File: src/rtl/booth_mult_seq.sv
// Sequential radix-2 Booth multiplier with a START/BUSY/DONE handshake.
// Operands are widened by one bit so that one datapath handles both signed
// and unsigned multiplies. One Booth step runs per clock, so an operation
// takes WIDTH+1 steps. All outputs come straight from registers.
module booth_mult_seq #(
  parameter int WIDTH = 8
) (
  input  logic               clk,
  input  logic               RST,
  input  logic               START,
  input  logic [WIDTH-1:0]   M1,
  input  logic [WIDTH-1:0]   M2,
  input  logic               SIGNED_MODE,
  output logic [2*WIDTH-1:0] out,
  output logic               BUSY,
  output logic               DONE
);

  // The counter is wide enough to hold the index of the final step (WIDTH).
  localparam int CW = $clog2(WIDTH + 2);
  localparam logic [CW-1:0] LAST_STEP = CW'(WIDTH);

  typedef enum logic [0:0] {
    IDLE = 1'b0,
    RUN  = 1'b1
  } state_t;

  state_t state_r, state_next_s;

  // Widen an operand to WIDTH+1 bits. Signed operands are sign-extended and
  // unsigned operands are zero-extended.
  function automatic logic [WIDTH:0] extend_op(input logic [WIDTH-1:0] op, input logic sgn);
    extend_op = {sgn & op[WIDTH-1], op};
  endfunction

  logic [WIDTH+1:0]   mx_r;
  logic [WIDTH+1:0]   a_r;
  logic [WIDTH:0]     q_r;
  logic               q1_r;
  logic [CW-1:0]      cnt_r;
  logic [2*WIDTH-1:0] out_r;
  logic               busy_r;
  logic               done_r;

  logic [WIDTH:0]     m1_ext_s;
  logic [WIDTH:0]     m2_ext_s;
  logic [WIDTH+1:0]   sum_s;
  logic [WIDTH+1:0]   a_shift_s;
  logic [WIDTH:0]     q_shift_s;
  logic               q1_shift_s;
  logic [2*WIDTH-1:0] product_s;
  logic               accept_s;
  logic               last_step_s;

  assign m1_ext_s    = extend_op(M1, SIGNED_MODE);
  assign m2_ext_s    = extend_op(M2, SIGNED_MODE);
  assign accept_s    = (state_r == IDLE) && START;
  assign last_step_s = (state_r == RUN) && (cnt_r == LAST_STEP);

  // One Booth step: add or subtract Mx, then shift {A, Q, q_1} right arithmetically.
  always_comb begin
    sum_s = a_r;
    case ({q_r[0], q1_r})
      2'b01:   sum_s = a_r + mx_r;
      2'b10:   sum_s = a_r - mx_r;
      default: sum_s = a_r;
    endcase
    a_shift_s  = {sum_s[WIDTH+1], sum_s[WIDTH+1:1]};
    q_shift_s  = {sum_s[0], q_r[WIDTH:1]};
    q1_shift_s = q_r[0];
    // The upper bits of A only repeat the sign, so the low 2*WIDTH bits give the exact product.
    product_s  = {a_shift_s[WIDTH-2:0], q_shift_s};
  end

  // Next-state logic: start on an accepted request, and finish after the final step.
  always_comb begin
    state_next_s = state_r;
    case (state_r)
      IDLE: begin
        if (START) begin
          state_next_s = RUN;
        end else begin
          state_next_s = IDLE;
        end
      end
      RUN: begin
        if (last_step_s) begin
          state_next_s = IDLE;
        end else begin
          state_next_s = RUN;
        end
      end
      default: state_next_s = IDLE;
    endcase
  end

  // State register.
  always_ff @(posedge clk) begin
    if (RST) begin
      state_r <= IDLE;
    end else begin
      state_r <= state_next_s;
    end
  end

  // Datapath registers: load the operands on accept, then run one step per cycle.
  always_ff @(posedge clk) begin
    if (RST) begin
      mx_r  <= {(WIDTH+2){1'b0}};
      a_r   <= {(WIDTH+2){1'b0}};
      q_r   <= {(WIDTH+1){1'b0}};
      q1_r  <= 1'b0;
      cnt_r <= {CW{1'b0}};
    end else if (accept_s) begin
      mx_r  <= {m1_ext_s[WIDTH], m1_ext_s};
      a_r   <= {(WIDTH+2){1'b0}};
      q_r   <= m2_ext_s;
      q1_r  <= 1'b0;
      cnt_r <= {CW{1'b0}};
    end else if (state_r == RUN) begin
      a_r   <= a_shift_s;
      q_r   <= q_shift_s;
      q1_r  <= q1_shift_s;
      cnt_r <= cnt_r + CW'(1);
    end else begin
      a_r   <= a_r;
      q_r   <= q_r;
      q1_r  <= q1_r;
      cnt_r <= cnt_r;
    end
  end

  // Output registers: hold the product until the next completion and pulse DONE for one cycle.
  always_ff @(posedge clk) begin
    if (RST) begin
      out_r  <= {(2*WIDTH){1'b0}};
      busy_r <= 1'b0;
      done_r <= 1'b0;
    end else begin
      done_r <= last_step_s;
      if (last_step_s) begin
        out_r <= product_s;
      end else begin
        out_r <= out_r;
      end
      if (accept_s) begin
        busy_r <= 1'b1;
      end else if (last_step_s) begin
        busy_r <= 1'b0;
      end else begin
        busy_r <= busy_r;
      end
    end
  end

  assign out  = out_r;
  assign BUSY = busy_r;
  assign DONE = done_r;

endmodule

File: config.mk
export PLATFORM = sky130hd
export DESIGN_NAME = booth_mult_seq
export DESIGN_NICKNAME = d
export VERILOG_FILES = /design/src/rtl/booth_mult_seq.sv
export SDC_FILE = /design/constraint.sdc
export NUM_CORES = 1
export LEC_CHECK = 0
export BUFFER_PORTS_ARGS = -buffer_cell sky130_fd_sc_hd__buf_2
export CELL_PAD_IN_SITES_DETAIL_PLACEMENT = 0
export CELL_PAD_IN_SITES_GLOBAL_PLACEMENT = 1
export CORE_ASPECT_RATIO = 1.5
export CORE_MARGIN = 3
export CORE_UTILIZATION = 45
export DETAILED_ROUTE_END_ITERATION = 6
export GPL_ROUTABILITY_DRIVEN = 0
export HOLD_SLACK_MARGIN = 0.02
export PLACE_DENSITY_LB_ADDON = 0.15
export SKIP_LAST_GASP = 1
export SYNTH_ARGS = -nofsm -noshare
export SYNTH_HDL_FRONTEND = slang
export SYNTH_SLANG_ARGS = --single-unit
File: constraint.sdc
create_clock -name clk -period 7.6 [get_ports clk]
set_input_delay 0.76 -clock clk [delete_from_list [all_inputs] [get_ports clk]]
set_output_delay 0.76 -clock clk [all_outputs]
set_load 0.02 [all_outputs]
* Word-level counts from Yosys, hierarchy flattened *
Cells that the tools add are included.

storage, ports and cells
  register bits = 51
  input bits = 20
  output and inout port bits = 18
  logic and storage cells = 31

operators by class
  $add $sub $neg = 3
  eq/ne operators = 3
  mux-type cells = 8
  bitwise operators = 3
  reductions and logical operators = 5

operators with widths
  operator               count
  $pmux W10 S2           1
  $mux W9                2
  $add A9 B9 Y10         1
  $sub A9 B9 Y10         1
  $add A4 B1 Y4 const B  1
  $eq A4 B4 Y1 const B   1
  $mux W1                4
  $reduce_bool A2 Y1     2
  $and A1 B1 Y1          2
  $eq A2 B1 Y1 const B   1
  $eq A2 B2 Y1 const B   1
  $logic_and A1 B1 Y1    2
  $pmux W1 S2            1
  $reduce_or A2 Y1       1
  $not A1 Y1             1

* Longest topological paths before layout *
Gate-level depths: netlist of run 1.

  depth after elaboration = 4
  mapped depth = 12

* Worst setup path after synthesis of run 1 *
Ideal clock, no wire load.

  path kind = register -> register
  from = reg q_r[0]
  to = reg out_r[15] (netlist: out[15])
  setup time = 79 ps
  data arrival time = 2313 ps
  setup slack = 5208 ps
  stages on the path, launching flop included = 10
  path buffers = 1
  cells stage by stage = dfxtp_1 > ha_1 > clkbuf_1 > mux2i_1 > ha_1 > nor2b_2 > o2111ai_2 > a31oi_1 > a311o_1 > a211oi_2

on the way
  word-level cells in the longest chain between the ends = 2
  elaborated cells on any way between the ends = 3
  classes of those cells = eq/ne: 2; mux: 1

RTL lines
  item                                          RTL line  source
  from (decl)                                   38        logic [WIDTH:0] q_r;
  from (signal assigned)                        111       q_r <= {(WIDTH+1){1'b0}};
  from (signal assigned)                        117       q_r <= m2_ext_s;
  from (signal assigned)                        122       q_r <= q_shift_s;
  $eq A2 B2 Y1 or $eq A2 B1 Y1 (tied branches)  63        case ({q_r[0], q1_r})
  $pmux W10 S2 (*)                              63
  to (signal assigned)                          136       out_r <= {(2*WIDTH){1'b0}};
  to (signal assigned)                          142       out_r <= product_s;
  to (signal assigned)                          144       out_r <= out_r;
  to (decl)                                     41        logic [2*WIDTH-1:0] out_r;

Every way passes the cells marked *; elsewhere a longest branch is shown, timed or not.
A chain may end at the register's enable or synchronous reset.

* Worst setup path after layout of run 1 *
Same ends and word-level chain as after synthesis.

==> metrics.csv, run 1 <==
metric,value,unit
Die Span X,67.6,µm
CTS tree,yes,
Placeable Area,0.00549,mm²
CTS hold repair buffers,0,
Fin. Hold Viols,0,
ys async rst share,0,
first-pass GRT wire length,9.47,mm
Num Clock Sinks,51,
clk_skew,0.00826,ns
Worst setup SP type,flop,
post-synth top area share,0.399,
P_leak,1.22,nW
setup violators final,0,
Max Slew Vio Count,0,
min cycle time layout,2.54,ns
clock tree buffer depth,2,
Post-synth EDFFs,0,
Critical Path Slowest Stage Cell,a311o_1,
Worst slew margin,0.424,
ant diodes,0,
slowest cell delay on critical path,0.40,ns
Combinational Power Share,0.231,
Mapped Area,0.00256,mm²
worst skew pair latency,0.31,ns
Hold Crit Class,flop to flop,
Yosys cell types,36,
"Req. time, crit path",7.82,ns
Syn Area/Cell,8.09,µm²
DRC viols,0,
Switching Fraction,0.306,
Root Driver,clkbuf_8,
antenna violations before repair,0,
postcts setup bufs,0,
sequential power share,0.495,
maximum clock rate,0.394,GHz
WS Path Type,flop to flop,
"area leader, netlist",dfxtp_1,
Net Sw Power,0.177,mW
Synth area leaders,"dfxtp_1 40%, a21oi_1 7.6%, nand2_1 6.9%, nor2_1 6.9%, mux2i_1 6.7%",
area grow syn2layout,11.9,%
largest net degree at the start of global routing,39,
period utilization,0.334,
Mapped Cells,316,
Post-Route Setup TNS,0,ns
Post-synth top cells,"51 x dfxtp_1, 47 x nand2_1, 47 x nor2_1",
via count,2169,
area occupied by multi-input gates,0.00142,mm²
Row Count,33,
CTS buffer count,5,
CP Max Fanout,9,
Antenna Nets Post-Route,0,
Via density,5.21,
Reg area,0.00102,mm²
worst-margin pin slew,0.863,ns
pwr/cell area,203,mW/mm²
max-capacitance violation count,0,
total gr overflow,0,
post-CTS sizing,0,
RSZ-0062 raised after global routing,false,
fill cell count,568,
ys flop type,dfxtp_1,
I/O pin cnt,38,
DP Area,0.00277,mm²
CP Cell Sequence,"ha_1, mux2i_1, ha_1, nor2b_2, o2111ai_2, a31oi_1, a311o_1, a211oi_2",
PortBufs,37,
final WL,5.58,mm
Peak VDD IR,116,µV
cell mode on critical path,ha_1,
H-Tree Depth,2,
first-pass iteration count of the detailed router,4,
DP HPWL,4.09,mm
final instance area,0.00286,mm²
initial core utilization,0.466,
nets,379,
vertical die dimension,98.3,µm
Critical Path AT,2.76,ns
Routed WL per cell,13.4,µm
outcome,"complete, no violations",
"count leader, synth",dfxtp_1,
Iteration-0 DRC Markers,70,
layout cells sized above 1,0.142,
die footprint,0.00664,mm²
vias in the first global route,2123,
WHS,0.459,ns
GRT Util Overall,0.183,
post-synthesis sequential area ratio,0.399,
Critical Path Sink Type,flop,
clock power share,0.274,
Yosys reg bits,51,
internal cell power,0.402,mW
Clock Pin Slew Worst Setup and Hold Paths,0.10,ns
Ys Warns,0,
Syn Nets,350,
[worst max-delay path: cells and delay by family (launching register included)]
kind            cells  cell delay (ns)
compound gates      4             0.92
fa+ha+maj           2             0.64
flops               1             0.38
mux                 1             0.35
simple gates        1             0.16
[final timing paths]
kind,start,endpoint,slack (ns),depth (start not counted)
hold / removal,out[7],out[7],0.46,2
setup / recovery,q_r[0],out[15],5.06,8
hold reg to reg,out[7],out[7],0.46,2
setup reg to reg,q_r[0],out[15],5.06,8
[power groups by stage]
stage / clock [mW] / sequential, mW / combinational [mW]
5_1_grt: 0.172 / 0.288 / 0.152
2_1_floorplan: 0 / 0.290 / 0.109
3_5_place_dp: 0 / 0.293 / 0.134
3_3_place_gp: 0 / 0.293 / 0.135
4_1_cts: 0.163 / 0.287 / 0.135
6_report: 0.159 / 0.287 / 0.134
[layout by cell type (no fill, tap or decap), types with 2 or more instances in the layout]
cell / count
dfxtp_1: 51
nor2_1: 47
nand2_1: 47
a21oi_1: 39
buf_2: 37
mux2i_1: 17
xnor2_1: 14
inv_1: 13
ha_1: 13
nand3_1: 8
o21ai_0: 8
a211oi_1: 6
nor3_1: 5
a31oi_1: 5
clkbuf_8: 5
xor2_1: 3
a21o_1: 2
a311o_1: 2
o22ai_1: 2
nand2b_1: 2
o21a_1: 2
[layer usage]
metal / track usage / wire length [µm] / up-vias
met5: 0 / 0 / -
met3: 0.0299 / 148 / 6
met1: 0.211 / 2450 / 1004
met4: 0.0609 / 83 / 0
met2: 0.327 / 2890 / 32
li1: - / - / 1127
[cells by family after synthesis]
kind of cell / Yosys count / share of synthesized area
multiplexers: 17 / 0.0665
XOR/XNOR: 17 / 0.0582
adder cells (fa/ha/maj): 14 / 0.0714
AO/OA/AOI/OAI: 69 / 0.160
AND/OR/NAND/NOR: 119 / 0.200
buffers and inverters: 29 / 0.0445
flip-flops: 51 / 0.399
[through the flow]
step / power (mW) / setup WS [ns] / util / std cells
floorplan: 0.399 / 5.21 / - / 316
global placement: 0.428 / 5.10 / 0.505 / 408
detailed placement: 0.427 / 5.09 / 0.505 / 408
CTS: 0.585 / 5.06 / 0.521 / 416
global route: 0.612 / 4.85 / 0.521 / 416
finish: 0.580 / 5.06 / 0.521 / 416
[final cells by class]
cell class,instances,share of cell area
multi-input cells,236,0.497
flip-flops and latches,51,0.357
repair buffers,38,0.0673
well taps,70,0.0306
clock buffers,6,0.0254
inverters,13,0.0171
clock inverters,2,0.00568
[state kept, by name, summed over array words and instances (netlist names)]
register	flops
state_r	1
q1_r	1
mx_r	9
out	16
q_r	9
a_r	9
DONE	1
cnt_r	4
BUSY	1
Note: power is estimated with default switching activity, not from simulation.
==> run 2: changes to the inputs <==
ABC_AREA = 1   (was not set)
CORE_UTILIZATION = 41   (was 45)
clock period = 2.6 ns   (was 7.6 ns; I/O delays follow)
==> metrics.csv, run 2 <==
metric,value,unit
outcome,"complete, no violations",
ys flop type,dfxtp_1,
fill cell count,684,
layout cells sized above 1,0.199,
Die Span X,72.7,µm
Hold Crit Class,input port to flop,
post-synth top area share,0.374,
die footprint,0.00770,mm²
Hold EP,q_r[8],
Row Count,35,
WS Path Type,flop to flop,
most frequent cells in the layout,"92 x nand2_1, 61 x inv_1, 51 x dfxtp_1",
Worst setup SP type,flop,
Worst slew margin,0.501,
GRT Util Overall,0.176,
PortBufs,37,
Mapped Area,0.00273,mm²
Mapped Cells,383,
met1 Resource Use GR,0.195,
DP HPWL,5.07,mm
ant diodes,0,
Critical Path AT,2.61,ns
"count leader, synth",nand2_1,
clk_skew,0.0146,ns
pwr/cell area,573,mW/mm²
"commonest non-fill, non-tap cell in the layout",nand2_1,
Post-synth EDFFs,0,
worst skew pair latency,0.31,ns
Num Clock Sinks,51,
reg2reg end,a_r[8],
ys async rst share,0,
clock tree buffer depth,2,
max reg flops,16,
Via density,4.91,
total gr overflow,0,
dpl ws,0.207,ns
min cycle time layout,2.36,ns
first-pass iteration count of the detailed router,4,
maximum clock rate,0.424,GHz
CP Max Fanout,3,
Post-synth top cells,"93 x nand2_1, 61 x inv_1, 51 x dfxtp_1",
max-capacitance violation count,0,
Placeable Area,0.00631,mm²
Max Slew Vio Count,0,
I/O pin cnt,38,
post-synthesis sequential area ratio,0.374,
area grow syn2layout,13.0,%
nets,456,
worst-margin pin slew,0.747,ns
met3 GRT Util,0.0255,
Root Driver,clkbuf_8,
H-Tree Depth,2,
met2 GRT Util,0.328,
Yosys reg bits,51,
first-pass GRT wire length,10.7,mm
vias in the first global route,2341,
via count,2441,
"area leader, netlist",dfxtp_1,
Iteration-0 DRC Markers,65,
initial core utilization,0.433,
Post-Route Setup TNS,0,ns
"Core Util, Final",0.489,
Fin. Hold Viols,0,
worst r2r src,mx_r[0],
vertical die dimension,106,µm
worst setup margin,0.239,ns
period utilization,0.908,
"Req. time, crit path",2.85,ns
DRC viols,0,
Peak VDD IR,356,µV
Syn Area/Cell,7.13,µm²
worst hold path depth,2,
CTS buffer count,5,
flop-to-flop setup slack,0.24,ns
Routed WL per cell,13.0,µm
CTS tree,yes,
Ys Warns,0,
Hold Startpoint,RST,
Synth area leaders,"dfxtp_1 37%, nand2_1 13%, inv_1 8.4%, ha_1 6.0%, a21oi_1 4.0%",
final WL,6.48,mm
WHS,0.204,ns
Yosys cell types,35,
Syn Nets,417,
Antenna Nets Post-Route,0,
Clock Pin Slew Worst Setup and Hold Paths,0.10,ns
largest net degree at the start of global routing,20,
antenna violations before repair,0,
overall power,1.77,mW
P_leak,1.57,nW
Critical Path Sink Type,flop,
Reg2Reg Depth,18,
busiest grt layer,met2,
setup violators final,0,
[run 2: routing by layer]
| metal | part of all wire | up-vias | wire [µm] |
|---|---|---|---|
| met5 | 0 | - | 0 |
| met1 | 0.41 | 1095 | 2660 |
| li1 | - | 1284 | - |
| met2 | 0.54 | 48 | 3480 |
| met3 | 0.027 | 14 | 174 |
| met4 | 0.025 | 0 | 165 |
[run 2: what timing repair did]
action	in CTS	in global routing
resized for setup	0	4
hold buffers	0	0
setup endpoints to repair	0	4
buffers inserted	0	1
hold endpoints to repair	0	0
[run 2: worst max-delay path, stage by stage (launching register included)]
cell and delay (ns):
dfxtp_1 0.33, inv_1 0.09, ha_1 0.17, inv_1 0.04, nor2_1 0.10, nand2_1 0.09
nor2_2 0.11, a21oi_1 0.08, xor2_1 0.17, ha_1 0.35, nand2_2 0.11, inv_1 0.06
a21oi_2 0.15, nand3_2 0.12, nand2_2 0.10, nand3_2 0.07, nand2_1 0.06, inv_1 0.03
nor2_1 0.08
[run 2: logic make-up after synthesis]
| logic type | count (synthesis) | synth area share |
|---|---|---|
| AOI/OAI and AO/OA | 74 | 0.157 |
| xor gates and xnor gates | 7 | 0.0224 |
| adders and majority gates | 14 | 0.0669 |
| buffers and inverters | 78 | 0.117 |
| DFF | 51 | 0.374 |
| muxes | 1 | 0.00366 |
| and+or+nand+nor | 158 | 0.260 |
[run 2: how the worst max path moves through the flow]
stage / end / depth (start not counted) / start
6_report: a_r[8] / 18 / mx_r[0]
5_1_grt: a_r[8] / 18 / mx_r[0]
4_1_cts: a_r[8] / 20 / mx_r[0]
3_5_place_dp: a_r[8] / 19 / mx_r[0]
3_3_place_gp: a_r[6] / 20 / mx_r[0]
2_1_floorplan: a_r[6] / 20 / mx_r[0]
[run 2: report_power, final]
part	switching, mW	internal (mW)	total, mW
Sequential	0.0206	0.811	0.831
Clock	0.283	0.195	0.478
Combinational	0.293	0.167	0.460
Total	0.596	1.17	1.77
[run 2: per-stage QoR]
stage,instance area [µm²],cells
floorplan,2730,383
global placement,2970,488
detailed placement,2970,488
CTS,3060,496
global route,3090,497
finish,3090,497
[run 2: cell type report]
cell class / count / area [µm²] / share of cell area
Sequential cell: 51 / 1020 / 0.331
Inverter: 70 / 263 / 0.0851
Timing Repair Buffer: 40 / 208 / 0.0673
Clock inverter: 3 / 22.5 / 0.00730
Tap cell: 74 / 92.6 / 0.0300
Clock buffer: 5 / 68.8 / 0.0223
Multi-Input combinational cell: 254 / 1410 / 0.457
==> run 3: changes to the inputs <==
CORE_UTILIZATION = 43   (was 41)
CTS_BUF_LIST = sky130_fd_sc_hd__clkbuf_2 sky130_fd_sc_hd__clkbuf_4 sky130_fd_sc_hd__clkbuf_8   (was not set)
==> metrics.csv, run 3 (synthesis gave the netlist of run 2 again) <==
metric,value,unit
clk_skew,0.0100,ns
internal cell power,1.17,mW
post-CTS sizing,0,
final WL,6.39,mm
first-pass iteration count of the detailed router,4,
total gr overflow,0,
initial core utilization,0.456,
Clock Pin Slew Worst Setup and Hold Paths,0.10,ns
via count,2429,
nets,455,
clock tree buffer depth,2,
WS Path Type,flop to flop,
layout cells sized above 1,0.199,
Worst slew margin,0.502,
setup violators final,0,
Antenna Nets Post-Route,0,
RSZ-0062 raised after global routing,false,
GRT Util Overall,0.186,
Combinational Power Share,0.253,
Fin. Hold Viols,0,
worst skew pair latency,0.31,ns
vias in the first global route,2446,
"commonest non-fill, non-tap cell in the layout",nand2_1,
Critical Path Sink Type,flop,
Crit path buffers/inverters,4,
Critical Path Slowest Stage Cell,dfxtp_1,
Max Slew Vio Count,0,
Net Sw Power,0.608,mW
Reg area,0.00102,mm²
Num Clock Sinks,51,
slowest cell delay on critical path,0.37,ns
die footprint,0.00737,mm²
PortBufs,37,
Worst setup SP type,flop,
CTS tree,yes,
fill cell count,641,
Iteration-0 DRC Markers,83,
Critical Path AT,2.60,ns
most frequent cells in the layout,"92 x nand2_1, 59 x inv_1, 51 x dfxtp_1",
vertical die dimension,104,µm
max-capacitance violation count,0,
Row Count,34,
DP Area,0.00297,mm²
worst-margin pin slew,0.746,ns
cell mode on critical path,inv_1,
Switching Fraction,0.341,
max reg flops,16,
outcome,"complete, no violations",
Die Span X,71.1,µm
CP Max Fanout,4,
CTS buffer count,5,
Root Driver,clkbuf_8,
P_leak,1.56,nW
WHS,0.203,ns
min cycle time layout,2.35,ns
sequential power share,0.467,
area grow syn2layout,12.7,%
"CP delay by family, top",simple AND/OR/NAND/NOR gates,
Via density,4.92,
Hold Crit Class,input port to flop,
Peak VDD IR,270,µV
first-pass GRT wire length,11.1,mm
antenna violations before repair,0,
"Req. time, crit path",2.85,ns
I/O pin cnt,38,
Placeable Area,0.00600,mm²
CP Cell Sequence,"inv_2, ha_1, inv_1, nor2_1, nand2_1, nor2_2, a21oi_1, xor2_1, ha_1, nand2_2, inv_1, a21oi_2, nand3_2, nand2_2, nand3_2, nand2_1, inv_1, nor2_1",
Routed WL per cell,12.9,µm
CTS hold repair buffers,0,
DP HPWL,5.02,mm
area occupied by multi-input gates,0.00141,mm²
pwr/cell area,578,mW/mm²
clock power share,0.280,
Post-Route Setup TNS,0,ns
postcts setup bufs,0,
period utilization,0.902,
maximum clock rate,0.426,GHz
"Core Util, Final",0.513,
ant diodes,0,
DRC viols,0,
largest net degree at the start of global routing,19,
final instance area,0.00308,mm²
H-Tree Depth,2,
## run 3: changes by cell type in the layout (fill, tap and decap cells not counted)
cell        before  now
ha_1            11   12
inv_1           61   59
buf_4            3    2
inv_2            9   11
clkinvlp_4       0    1
clkinv_2         1    0
inv_6            2    1
ha_2             1    0
inv_8            0    1
## run 3: worst paths after layout
path / end / slack (ns) / start / cells after the start
setup / recovery: a_r[8] / 0.25 / mx_r[0] / 18
hold / removal: q_r[8] / 0.20 / RST / 2
setup reg to reg: a_r[8] / 0.25 / mx_r[0] / 18
hold reg to reg: out[14] / 0.46 / out[14] / 2
## run 3: routing by layer
layer  part of all wire  global-route usage  up-vias
li1                   -                   -     1285
met3              0.031              0.0271       12
met5                  0                   0        -
met4              0.032              0.0820        0
met2               0.52               0.335       44
met1               0.41               0.211     1088
## run 3: worst register-to-register path, delay by kind of cell (launching register included)
kind	cells	cell delay, ns
compound gates	2	0.29
xor+xnor	1	0.21
fa+ha+maj	2	0.51
buf+inv	4	0.19
flops	1	0.37
simple gates	9	0.71
## run 3: final cells by class
class / instances / share of cell area
clock buffers: 5 / 0.0223
flip-flops and latches: 51 / 0.332
clock inverters: 3 / 0.00894
well taps: 72 / 0.0293
multi-input cells: 254 / 0.458
inverters: 70 / 0.0853
repair buffers: 39 / 0.0650
## run 3: power groups by stage
stage | Clock, mW | Combinational [mW] | Sequential, mW
final | 0.499 | 0.450 | 0.832
after global routing | 0.543 | 0.520 | 0.836
after CTS | 0.512 | 0.449 | 0.831
after detailed placement | 0 | 0.446 | 0.850
after global placement | 0 | 0.444 | 0.849
after floorplan | 0 | 0.350 | 0.845
## run 3: through the flow
| stage | power [mW] | std cells | worst slack, ns |
|---|---|---|---|
| after floorplan | 1.19 | 383 | 0.426 |
| after global placement | 1.29 | 486 | 0.276 |
| after detailed placement | 1.30 | 486 | 0.186 |
| after CTS | 1.79 | 494 | 0.153 |
| after global routing | 1.90 | 494 | 0.00287 |
| final | 1.78 | 494 | 0.254 |
